[src/rtl/mem_arb_pkg.sv]
// rtl/mem_arb_pkg.sv - shared types and defaults for the fetch/data memory arbiter
package mem_arb_pkg;

  // Default memory word-address width.
  localparam int ADDR_W_DEF = 8;

  // Which port owns the read response that returns next cycle.
  typedef enum logic [1:0] {
    OWN_NONE = 2'd0,
    OWN_I    = 2'd1,
    OWN_D    = 2'd2
  } owner_e;

endpackage

[src/rtl/mem_arbiter_arb2.sv]
// rtl/mem_arbiter_arb2.sv - two-way round-robin / fixed-priority grant logic
module arb2 (
  input  logic [1:0] req,       // bit 0 = fetch port, bit 1 = data port
  input  logic       last,      // 1 = data port was granted most recently
  input  logic       prio_mode, // 1 = round robin, 0 = data port always wins
  output logic [1:0] gnt
);

  // One-hot grant; on contention round robin favours the port not used last.
  always_comb begin
    gnt = 2'b00;
    case (req)
      2'b01:   gnt = 2'b01;
      2'b10:   gnt = 2'b10;
      2'b11:   gnt = (prio_mode && last) ? 2'b01 : 2'b10;
      default: gnt = 2'b00;
    endcase
  end

endmodule

[src/rtl/mem_arbiter.sv]
// rtl/mem_arbiter.sv - fetch/data port arbiter in front of a single-port sync memory
module mem_arbiter
  import mem_arb_pkg::*;
#(
  parameter int ADDR_W = ADDR_W_DEF,
  parameter bit RR_EN  = 1'b1
) (
  input  logic              clk,
  input  logic              rst,
  input  logic              i_req,
  input  logic [ADDR_W-1:0] i_addr,
  output logic              i_gnt,
  output logic              i_rvalid,
  output logic [31:0]       i_rdata,
  input  logic              d_req,
  input  logic              d_we,
  input  logic [ADDR_W-1:0] d_addr,
  input  logic [31:0]       d_wdata,
  input  logic [3:0]        d_mask,
  input  logic              d_lock,
  output logic              d_gnt,
  output logic              d_rvalid,
  output logic [31:0]       d_rdata,
  output logic              mem_request,
  output logic              mem_we_re,
  output logic [ADDR_W-1:0] mem_address,
  output logic [31:0]       mem_data_in,
  output logic [3:0]        mem_mask,
  input  logic [31:0]       mem_data_out,
  output logic [15:0]       conflict_cnt
);

  owner_e      owner_q;
  owner_e      owner_d;
  logic        last_q;   // 0 = fetch port granted last, 1 = data port
  logic        locked_q; // data port holds the memory for read-modify-write
  logic [15:0] cnt_q;
  logic [1:0]  req;
  logic [1:0]  gnt_raw;
  logic        deny;

  // Fetch is masked while the data port holds the lock.
  assign req = {d_req, i_req & ~locked_q};

  arb2 u_arb2 (
    .req       (req),
    .last      (last_q),
    .prio_mode (RR_EN),
    .gnt       (gnt_raw)
  );

  // Grants are suppressed during reset so nothing reaches the memory.
  assign i_gnt       = gnt_raw[0] & ~rst;
  assign d_gnt       = gnt_raw[1] & ~rst;
  assign mem_request = i_gnt | d_gnt;

  // Any held request that did not win this cycle counts as a conflict.
  assign deny = (i_req & ~i_gnt) | (d_req & ~d_gnt);

  // Steer the granted port onto the memory bus; idle bus is all zeros.
  always_comb begin
    mem_we_re   = 1'b0;
    mem_address = '0;
    mem_data_in = 32'd0;
    mem_mask    = 4'd0;
    if (i_gnt) begin
      mem_address = i_addr;
    end else if (d_gnt) begin
      mem_we_re   = d_we;
      mem_address = d_addr;
      mem_data_in = d_wdata;
      mem_mask    = d_we ? d_mask : 4'd0;
    end
  end

  // Next response owner: only reads produce a response.
  always_comb begin
    owner_d = OWN_NONE;
    if (i_gnt) begin
      owner_d = OWN_I;
    end else if (d_gnt && !d_we) begin
      owner_d = OWN_D;
    end
  end

  // Response owner state register.
  always_ff @(posedge clk or posedge rst) begin
    if (rst) begin
      owner_q <= OWN_NONE;
    end else begin
      owner_q <= owner_d;
    end
  end

  // Remember the last granted port; reset to fetch so data wins first contention.
  always_ff @(posedge clk or posedge rst) begin
    if (rst) begin
      last_q <= 1'b0;
    end else if (mem_request) begin
      last_q <= d_gnt;
    end
  end

  // Lock is taken by a locked data grant and released on the first cycle without d_lock.
  always_ff @(posedge clk or posedge rst) begin
    if (rst) begin
      locked_q <= 1'b0;
    end else begin
      locked_q <= d_lock ? (locked_q | d_gnt) : 1'b0;
    end
  end

  // Saturating conflict counter.
  always_ff @(posedge clk or posedge rst) begin
    if (rst) begin
      cnt_q <= 16'd0;
    end else if (deny && (cnt_q != 16'hFFFF)) begin
      cnt_q <= cnt_q + 16'd1;
    end
  end

  assign conflict_cnt = cnt_q;
  assign i_rvalid     = (owner_q == OWN_I) & ~rst;
  assign d_rvalid     = (owner_q == OWN_D) & ~rst;
  assign i_rdata      = i_rvalid ? mem_data_out : 32'd0;
  assign d_rdata      = d_rvalid ? mem_data_out : 32'd0;

endmodule

[config.mk]
export PLATFORM = sky130hd
export DESIGN_NAME = mem_arbiter
export DESIGN_NICKNAME = d
export VERILOG_FILES = /design/src/rtl/mem_arb_pkg.sv /design/src/rtl/mem_arbiter_arb2.sv /design/src/rtl/mem_arbiter.sv
export SDC_FILE = /design/constraint.sdc
export NUM_CORES = 1
export LEC_CHECK = 0
export BUFFER_PORTS_ARGS = -buffer_cell sky130_fd_sc_hd__clkbuf_2
export CORE_AREA = 2 2 85 87
export CTS_BUF_LIST = sky130_fd_sc_hd__clkbuf_4
export DETAILED_ROUTE_END_ITERATION = 7
export DIE_AREA = 0 0 87 89
export PLACE_DENSITY = 0.76
export SYNTH_ARGS = -nofsm -noshare
export SYNTH_HDL_FRONTEND = slang
export SYNTH_SLANG_ARGS = --single-unit
[constraint.sdc]
create_clock -name clk -period 4.5 [get_ports clk]
set_clock_uncertainty 0.1 [all_clocks]
set_input_delay 0.225 -clock clk [delete_from_list [all_inputs] [get_ports clk]]
set_output_delay 0.225 -clock clk [all_outputs]
set_load 0.02 [all_outputs]
==> impl_metrics.tcl <==
set metrics [dict create \
    status "complete, no violations" \
    grt_pass1_wl_um 8450 \
    avgSynthCellArea_um2 8.59 \
    setup_tns_ps 0 \
    std_cell_rows 30 \
    relSlewSlack_pct 47.2 \
    drc 0 \
    yosysMostFrequentCell "and2_1" \
    cts_tree "yes" \
    synth-edff-count 0 \
    r2r_setup_slack_ps 2620 \
    wl_met2_um 3230 \
    critical_path_peak_fanout 22 \
    cts.path.max_buffers 2 \
    arrival_ps 2030 \
    worstReg2RegStart "conflict_cnt[0]" \
    cts.root.buffer_cell "clkbuf_4" \
    maxCapViolations 0 \
    drv_slew 0 \
    place_hpwl_um 5310 \
    reg2reg_depth 5 \
    viasPerCell 4.53 \
    grt_overflow 0 \
    synthTopCellsByCount "100 x and2_1, 20 x dfrtp_1, 12 x xnor2_1, 9 x clkbuf_1" \
    period_share_pct 52.4 \
    synth_cell_types 37 \
    fp.dieH_um 89 \
    worst_slew_pin_slew_ps 792 \
    vias 2281 \
    cp_common_cell "clkbuf_2" \
    wl_met3_um 467 \
    hold_viol 0 \
    multi_input_area_um2 1250 \
    syn_to_final_growth_pct 67.2 \
    rsz0062_at_grt "false" \
    critPathKind "input pin to output pin" \
    h-tree-depth 1 \
    synth_nets 300 \
    crit_chain "clkbuf_2 -> inv_1 -> and2_1 -> a21boi_2 -> a22o_1 -> clkbuf_2" \
    post-cts-setup-buffers 0 \
    fp.coreArea_um2 6720 \
    insertion_delay_ps 300 \
    die_w_um 87 \
    grt_max_degree 50 \
    syn_inst 209 \
    ys_async_sr_fraction_pct 100 \
    cts_resized 0 \
    diodes 0 \
    clkTransAtPathRegs_ps 100 \
    period_needed_ps 2360 \
    reg2reg_to "conflict_cnt[8]" \
    clock-sinks 20 \
    ys_ff_latch 20 \
    drive_above_1_share_pct 57.0 \
    ff_latch_area_um2 500 \
    timing.fmax_mhz 424 \
    synth_area_leader_cell "and2_1" \
    place_congestion 0.811 \
    cts_hold_buf 0 \
    start_util_pct 26.7 \
    drtPass1Iterations 4 \
    netlist_area_um2 1800 \
    grt_pass1_vias 1894 \
    dr.max_layer_used "met4" \
    setup_viol 0 \
    track_usage_pct 13.2 \
    fin_util_pct 44.7 \
    dieArea_um2 7740 \
    drtIter0Drc 40 \
    fin_nets 516 \
    postSynth.topFlopCell "dfrtp_1" \
    wire_per_inst_um 12.3 \
    fillers 678 \
    cp_data_required_time_ps 4180 \
    synth_top_cell_area_share_pct 34.8 \
    endpoint_kind "output pin" \
    max-vdd-ir-drop_mv 0.108 \
    slowest_stage "inv_1" \
    ant_nets 0 \
    antenna_found_initial 0 \
    drt-met1-wl_um 2440 \
    synthTopCellsByArea "and2_1 35%, dfrtp_1 28%, xnor2_1 5.9%" \
    cp-start-kind "input pin" \
    power.density_nw_per_um2 219 \
    leakage_nw 1.79 \
    numCtsBuffers 3 \
    cp_slowest_stage_delay_ps 600 \
    io_pins 220 \
    yosysSeqAreaShare_pct 27.9 \
    port_buffers 219 \
    yosysWarnings 0 \
    hold_path.class "input pin to async pin" \
    finalWirelength_um 6210 \
]
cell type report:
cell class	count	share of cell area (%)
multi-input combinational	175	41.6
timing repair buffer	222	37.2
sequential	20	16.7
tap	80	3.33
clock buffer	3	0.750
inverter	3	0.375
critical path, delay by kind of cell:
family / cells / cell delay [ps]
buf+inv: 3 / 900
compound gates: 2 / 650
simple gates: 1 / 240
registers in the layout (all words and copies together) (netlist names):
name	cells
last_q	1
owner_q	2
conflict_cnt	16
locked_q	1
kinds of logic (layout without fill, tap and decap cells):
| family | count (synthesis) | in the layout | share of synthesized area [%] |
|---|---|---|---|
| simple gates | 140 | 140 | 51.8 |
| xor+xnor | 15 | 15 | 7.32 |
| fa+ha+maj | 1 | 1 | 0.697 |
| flops | 20 | 20 | 27.9 |
| compound gates | 17 | 17 | 7.87 |
| buf+inv | 14 | 228 | 3.07 |
| mux | 2 | 2 | 1.39 |
layout by cell type, fill, tap and decap left out, types with 2 or more instances in the layout:
master     netlist  routed
clkbuf_2         1     219
and2_1         100     100
dfrtp_1         20      20
xnor2_1         12      12
and3_1           8       8
a22o_1           8       8
nand4_1          6       6
nand3_1          4       4
xor2_1           3       3
inv_1            3       3
clkbuf_4         0       3
buf_4            0       3
a21oi_2          2       2
nand3_2          2       2
and4_2           2       2
nand2_1          2       2
nor3_1           2       2
nor2b_1          2       2
nor3b_2          0       2
o2111ai_1        2       2
report_power, final:
part	internal (W)	switching [W]	total, W
registers	0.000212	0.0000518	0.000264
logic	0.000129	0.000179	0.000308
clock network	0.0000313	0.0000531	0.0000844
total	0.000372	0.000284	0.000656
worst max-delay path by stage:
stage	start	endpoint	slack [ps]	depth (start not counted)
finish	rst	mem_address[7]	2140	6
global route	rst	mem_mask[2]	1850	7
CTS	rst	mem_address[7]	2070	6
detailed placement	rst	mem_address[6]	2080	6
global placement	rst	mem_address[0]	2130	6
floorplan	rst	mem_address[0]	2500	4
stage by stage:
step	cells	total power, W	worst slack [ps]	cell area [um2]	hold WS (ps)
final	503	0.000656	2140	3000	16.3
after global routing	503	0.000699	1850	3000	11.2
after floorplan	209	0.000445	2500	1800	102
after global placement	500	0.000570	2130	2980	337
after CTS	503	0.000665	2070	3000	10.2
after detailed placement	500	0.000578	2080	2980	345
metal layers:
metal	vias to the layer above	global-route usage (%)
met2	123	23.9
met3	6	1.02
met5	-	0
met1	1024	16.7
met4	0	3.84
li1	1128	-
(Power assumes the default switching activity.)
